<file path="src/rtl/sram_like_arbiter.sv">
// Two-to-one SRAM-like arbiter: inst and data masters share one memory port, returns routed in order.
// Define SRAM_ARB_RR_EN for round-robin selection between simultaneous requesters; default is data-over-inst.
module sram_like_arbiter #(
   parameter int DEPTH = 2
) (
   input  logic        clk,
   input  logic        rst,
   input  logic        inst_req,
   input  logic        inst_wr,
   input  logic [1:0]  inst_size,
   input  logic [31:0] inst_addr,
   input  logic [31:0] inst_wdata,
   output logic [31:0] inst_rdata,
   output logic        inst_addr_ok,
   output logic        inst_data_ok,
   input  logic        data_req,
   input  logic        data_wr,
   input  logic [1:0]  data_size,
   input  logic [31:0] data_addr,
   input  logic [31:0] data_wdata,
   output logic [31:0] data_rdata,
   output logic        data_addr_ok,
   output logic        data_data_ok,
   output logic        mem_req,
   output logic        mem_wr,
   output logic [1:0]  mem_size,
   output logic [31:0] mem_addr,
   output logic [31:0] mem_wdata,
   input  logic [31:0] mem_rdata,
   input  logic        mem_addr_ok,
   input  logic        mem_data_ok
);

   localparam int PW = (DEPTH > 1) ? $clog2(DEPTH) : 1;
   localparam int CW = $clog2(DEPTH + 1);
   localparam logic [CW-1:0] FULL_CNT = CW'(DEPTH);
   localparam logic [PW-1:0] LAST_PTR = PW'(DEPTH - 1);

   logic             lock_v_q, lock_v_d;
   logic             lock_own_q, lock_own_d;
   logic [PW-1:0]    rd_ptr_q, rd_ptr_d;
   logic [PW-1:0]    wr_ptr_q, wr_ptr_d;
   logic [CW-1:0]    count_q, count_d;
   logic [DEPTH-1:0] fifo_q;

   logic full, empty;
   logic sel_v, sel_own, sel_req;
   logic accept, ret_fifo, bypass, push, pop;
   logic ret_v, ret_own, head_own;

   function automatic logic [PW-1:0] ptr_inc(input logic [PW-1:0] p);
      return (p == LAST_PTR) ? '0 : p + 1'b1;
   endfunction

   assign full  = (count_q == FULL_CNT);
   assign empty = (count_q == '0);

`ifdef SRAM_ARB_RR_EN
   logic last_own_q, last_own_d;

   // With both sides requesting, the side that did not win last time goes first.
   always_comb begin
      sel_v   = 1'b0;
      sel_own = 1'b0;
      if (lock_v_q) begin
         sel_v   = 1'b1;
         sel_own = lock_own_q;
      end else begin
         sel_v   = data_req | inst_req;
         sel_own = data_req & ~(inst_req & last_own_q);
      end
   end

   assign last_own_d = accept ? sel_own : last_own_q;

   always_ff @(posedge clk or posedge rst) begin
      if (rst) begin
         last_own_q <= 1'b0;
      end else begin
         last_own_q <= last_own_d;
      end
   end
`else
   always_comb begin
      sel_v   = 1'b0;
      sel_own = 1'b0;
      if (lock_v_q) begin
         sel_v   = 1'b1;
         sel_own = lock_own_q;
      end else begin
         sel_v   = data_req | inst_req;
         sel_own = data_req;
      end
   end
`endif

   assign sel_req = sel_own ? data_req : inst_req;

   assign mem_req   = ~full & sel_v & sel_req;
   assign mem_wr    = sel_v ? (sel_own ? data_wr    : inst_wr)    : 1'b0;
   assign mem_size  = sel_v ? (sel_own ? data_size  : inst_size)  : 2'b00;
   assign mem_addr  = sel_v ? (sel_own ? data_addr  : inst_addr)  : 32'h0;
   assign mem_wdata = sel_v ? (sel_own ? data_wdata : inst_wdata) : 32'h0;

   assign accept       = mem_req & mem_addr_ok;
   assign inst_addr_ok = accept & ~sel_own;
   assign data_addr_ok = accept & sel_own;

   // An empty FIFO with a simultaneous accept means the return belongs to that accept.
   assign head_own = fifo_q[rd_ptr_q];
   assign ret_fifo = mem_data_ok & ~empty;
   assign bypass   = mem_data_ok & empty & accept;
   assign pop      = ret_fifo;
   assign push     = accept & ~bypass;
   assign ret_v    = ret_fifo | bypass;
   assign ret_own  = ret_fifo ? head_own : sel_own;

   assign inst_data_ok = ret_v & ~ret_own;
   assign data_data_ok = ret_v & ret_own;
   assign inst_rdata   = mem_rdata;
   assign data_rdata   = mem_rdata;

   // Once presented without acceptance the owner is frozen until it is taken.
   always_comb begin
      lock_v_d   = lock_v_q;
      lock_own_d = lock_own_q;
      if (accept) begin
         lock_v_d = 1'b0;
      end else if (mem_req) begin
         lock_v_d   = 1'b1;
         lock_own_d = sel_own;
      end
   end

   always_comb begin
      rd_ptr_d = pop  ? ptr_inc(rd_ptr_q) : rd_ptr_q;
      wr_ptr_d = push ? ptr_inc(wr_ptr_q) : wr_ptr_q;
      case ({push, pop})
         2'b10:   count_d = count_q + 1'b1;
         2'b01:   count_d = count_q - 1'b1;
         default: count_d = count_q;
      endcase
   end

   always_ff @(posedge clk or posedge rst) begin
      if (rst) begin
         lock_v_q   <= 1'b0;
         lock_own_q <= 1'b0;
         rd_ptr_q   <= '0;
         wr_ptr_q   <= '0;
         count_q    <= '0;
         fifo_q     <= '0;
      end else begin
         lock_v_q   <= lock_v_d;
         lock_own_q <= lock_own_d;
         rd_ptr_q   <= rd_ptr_d;
         wr_ptr_q   <= wr_ptr_d;
         count_q    <= count_d;
         if (push) begin
            fifo_q[wr_ptr_q] <= sel_own;
         end
      end
   end

endmodule

</file>
<file path="config.mk">
export PLATFORM = sky130hd
export DESIGN_NAME = sram_like_arbiter
export DESIGN_NICKNAME = d
export VERILOG_FILES = /design/src/rtl/sram_like_arbiter.sv
export SDC_FILE = /design/constraint.sdc
export NUM_CORES = 1
export LEC_CHECK = 0
export CORE_AREA = 2 2 121 123
export DETAILED_ROUTE_END_ITERATION = 16
export DIE_AREA = 0 0 123 125
export GPL_TIMING_DRIVEN = 0
export PLACE_DENSITY = 0.64
export SYNTH_ARGS = -nofsm -noshare
export SYNTH_HDL_FRONTEND = slang
export SYNTH_SLANG_ARGS = --single-unit
</file>
<file path="constraint.sdc">
create_clock -name clk -period 4.99 [get_ports clk]
set_input_delay 0.998 -clock clk [delete_from_list [all_inputs] [get_ports clk]]
set_output_delay 0.998 -clock clk [all_outputs]
set_load 0.02 [all_outputs]
</file>
# [After elaboration in Yosys (flattened, before gate mapping)]
# Cells that the tools add are included.
[word_totals] register_bits=8 in_bits=172 out_inout_bits=136 elab_cells=62
[op_classes] add_sub_neg=4 n_lt_le_gt_ge=3 eq_ne=3 muxes=22 bitwise_logic=19 reduce_logical=5
[ops] op="32-bit 2-to-1 mux" count=4
[ops] op="1-bit 2-to-1 mux" count=13
[ops] op="1-bit bitwise AND" count=11
[ops] op="1-bit NOT" count=6
[ops] op="2-bit equality test (second input constant)" count=2
[ops] op="1-bit by 2-bit < comparator with 1-bit output (second input constant)" count=2
[ops] op="2-bit 2-to-1 mux" count=2
[ops] op="2-bit one-hot mux with 2 select lines" count=1
[ops] op="2-bit nonzero test" count=2
[ops] op="1-bit adder (second input constant)" count=2
[ops] op="2-bit by 1-bit adder with 2-bit output (second input constant)" count=1
[ops] op="2-bit bitwise mux" count=1
[ops] op="2-bit by 1-bit equality test with 1-bit output (second input constant)" count=1
[ops] op="2-bit zero test" count=1
[ops] op="1-bit bitwise OR" count=2
[ops] op="2-bit AND reduction" count=1
[ops] op="2-bit by 1-bit subtractor with 2-bit output (second input constant)" count=1
[ops] op="1-bit demux with 1-bit select" count=1
[ops] op="1-bit greater-or-equal comparator (second input constant)" count=1
[ops] op="1-bit logical AND" count=1

# [Logic depth before layout (Yosys ltp)]
[depth] word_depth=10 mapped_depth=8

# [Worst setup path after synthesis]
# No wires, ideal clock.
[synth_path] path_type="input -> output" start="input port data_req" end="output port inst_addr_ok" t_arrival_ps=2023 required_time_ps=3992 setup_slack_ps=1969 cell_stages=4 cell_sequence="mux2_2 buf_2 buf_2 nor3_1"
[synth_between] elab_chain_len=6 word_cells_on_any_way=9
[synth_rtl] element="from (decl)" line_no="16" source="input logic data_req,"
[synth_rtl] element="1-bit bitwise OR" line_no="91" source="sel_v = data_req | inst_req;"
[synth_rtl] element="1-bit 2-to-1 mux" line_no="87" source="if (lock_v_q) begin"
[synth_rtl] element="1-bit bitwise AND (2 in series)" line_no="99" source="assign mem_req = ~full & sel_v & sel_req;"
[synth_rtl] element="1-bit bitwise AND" line_no="105" source="assign accept = mem_req & mem_addr_ok;"
[synth_rtl] element="1-bit bitwise AND *" line_no="106" source="assign inst_addr_ok = accept & ~sel_own;"
[synth_rtl] element="to (decl)" line_no="14" source="output logic inst_addr_ok,"
# Every way passes the cells marked *; elsewhere a longest branch is shown, timed or not.

# [Final worst setup path]
[layout_path] start="input port data_req" end="output port mem_wdata[1]"
[layout_between] elab_chain_len=3 word_cells_on_any_way=5
[layout_rtl] element="1-bit 2-to-1 mux or 1-bit bitwise OR (tied branches)" line_no="87, 91"
[layout_rtl] element="32-bit 2-to-1 mux or 1-bit 2-to-1 mux (tied branches)" line_no="103, 87"
[layout_rtl] element="32-bit 2-to-1 mux *" line_no="103" source="assign mem_wdata = sel_v ? (sel_own ? data_wdata : inst_wdata) : 32'h0;"
[layout_rtl] element="to (decl)" line_no="28" source="output logic [31:0] mem_wdata,"
# Marks and branches as above.

==> results.json <==
{
  "grt_pass1_wl_um": 12700,
  "powerDensity_nw_per_um2": 462,
  "ant_nets": 0,
  "layout_common_cells": "clkdlybuf4s50_1 (275), a22o_1 (67), buf_4 (64)",
  "syn-instance-count": 194,
  "ys_seq_area_share_pct": 11.9,
  "hold_violations": 0,
  "syn_nets": 367,
  "total_power_uw": 2190,
  "hold_buffers": 0,
  "drtPass1Iterations": 4,
  "slowest_stage": "clkdlybuf4s50_1",
  "antenna_cells": 0,
  "path_max_fanout": 10,
  "dp.cells": 653,
  "synth_area_um2": 1680,
  "min-delay-start": "fifo_q[1]",
  "dieArea_um2": 15400,
  "whs_ns": 0.493,
  "drc": 0,
  "avgSynthCellArea_um2": 8.64,
  "fin_nets": 647,
  "clock_path_buffers": 2,
  "fin_crit_sh_pct": 86.3,
  "critPathMaxStageDelay_ns": 0.61,
  "status": "finished, final reports clean",
  "cts_tree": "done",
  "grt_usage_pct": 10.4,
  "fin_ws_ns": 0.682,
  "tns_ns": 0,
  "cts-root-buf": "clkbuf_16",
  "crit_cells": 8,
  "die_w_um": 123,
  "drt_wl_total_um": 9100,
  "row_count": 44,
  "min_path_type": "flip-flop to flip-flop",
  "slew_headroom_pct": 70.2,
  "min_period_ns": 4.31,
  "rr_worst_depth": 8,
  "drive_gt1_share_pct": 18.4,
  "setup_violations": 0,
  "min_to": "fifo_q[1]",
  "start_util_pct": 11.8,
  "timing.rr.start": "count_q[0]",
  "synth.distinct_cells": 28,
  "arrival_ns": 3.31,
  "r2r-end": "count_q[1]",
  "htree_levels": 1,
  "gp_congestion": 0.716,
  "start_kind": "primary input",
  "max_freq_ghz": 0.232,
  "power_leakage_uw": 0.00197,
  "drv_cap": 0,
  "drtIter0Drc": 51,
  "wl_per_cell_um": 13.9,
  "worst_pin_slew_ns": 0.448,
  "cp_data_required_time_ns": 3.99,
  "fill_cells": 1458,
  "clk_pin_slew_ns": 0.04,
  "die-height_um": 125,
  "cts.sinks": 8,
  "post_cts_buffers": 0,
  "overflow": 0,
  "vias_per_cell": 3.71,
  "finalMaxSlewViolations": 0,
  "path_delay_family": "buffers and inverters",
  "dp_hpwl_um": 7950,
  "cp_num_buf_inv": 4,
  "regArea_um2": 200,
  "skew_ns": 0.000343,
  "ir_drop_uv": 271,
  "multiInputGateArea_um2": 906,
  "grt_pass1_vias": 2429,
  "ctsResizeCount": 0,
  "coreArea_um2": 14200,
  "insertion_delay_ns": 0.23,
  "synthArstFlopShare_pct": 100,
  "yosys_warnings": 0,
  "synth_edf_count": 0,
  "area_growth_pct": 183,
  "vias": 2437,
  "fin_cells": 656,
  "final_common_cell": "clkdlybuf4s50_1",
  "cp-end-kind": "primary output",
  "antenna_found_initial": 0,
  "grt_max_degree": 11,
  "cts_made_buffers": 3,
  "crit_type": "primary input to primary output",
  "ys_seq_elements": 8,
  "pre_cts_slack_ns": 0.659,
  "port_buffers": 275,
  "rsz0062_at_grt": "no",
  "ios": 308,
  "crit_path_cell_trace": "clkdlybuf4s50_1 > nor2_1 > nand2_1 > nand2_1 > buf_2 > buf_2 > a22o_1 > clkdlybuf4s50_1",
  "ys.flop_type": "dfrtp_1",
  "r2r_setup_slack_ns": 3.22,
  "holdPathStages": 1
}
==> where the power goes <==
group	switching, uW	total [uW]	internal (uW)
clock network	32.4	136	103
logic	947	1920	973
registers	31.4	132	100
total	1010	2190	1180
==> per-layer routing <==
metal,part of all wire [%],global-route usage [%],vias up
li1,-,-,1219
met1,39,12.0,1079
met2,51,19.7,133
met3,9.1,2.05,6
met4,0.69,1.67,0
met5,0,0,-
==> sequential cells by signal, indices dropped and copies added, names as in the netlist <==
| register | flops |
|---|---|
| wr_ptr_q | 1 |
| rd_ptr_q | 1 |
| count_q | 2 |
| lock_own_q | 1 |
| lock_v_q | 1 |
| fifo_q | 2 |
==> kinds of logic (layout without fill, tap and decap cells) <==
family,after synthesis,count (layout),share of synthesized area [%]
buffers and inverters,82,360,34.0
AOI/OAI and AO/OA,71,71,37.6
and+or+nand+nor,22,22,9.86
DFF,8,8,11.9
xor gates and xnor gates,5,5,2.61
muxes,5,5,3.29
adders and majority gates,1,1,0.747
==> stage by stage <==
step | util [%] | instance area [um2]
after floorplan | - | 1680
after global placement | 32.8 | 4660
after detailed placement | 32.8 | 4660
after CTS | 33.3 | 4730
after global routing | 33.3 | 4730
final | 33.3 | 4730
==> area by class of cell <==
cell class                 count  area share, %
buffer                        79           11.8
clock buffer                   3           1.59
inverter                       3          0.238
multi-input combinational    104           19.1
sequential                     8           4.23
tap                          184           4.86
timing repair buffer         275           58.2
==> Yosys cell counts, drive strengths merged, types with 2 or more instances <==
| cell type | n | area [um2] |
|---|---|---|
| nor3b | 2 | 25.0 |
| clkbuf | 3 | 11.3 |
| a22o | 67 | 587 |
| xnor2 | 2 | 17.5 |
| inv | 3 | 11.3 |
| xor2 | 3 | 26.3 |
| nor2b | 2 | 12.5 |
| nand2 | 5 | 18.8 |
| nor2 | 4 | 15.0 |
| nand2b | 2 | 12.5 |
| mux2 | 4 | 45.0 |
| nor3 | 2 | 10.0 |
| buf | 76 | 547 |
| dfrtp | 8 | 200 |
==> worst max path at each step <==
stage,start,end,slack (ns)
final,data_req,mem_wdata[1],0.68
after global routing,data_req,mem_wdata[1],0.48
after global placement,data_req,mem_addr[24],0.64
after floorplan,data_req,inst_addr_ok,1.97
after detailed placement,data_req,mem_wdata[1],0.66
after CTS,data_req,mem_wdata[1],0.60
Power figures use the tool's default switching activity.
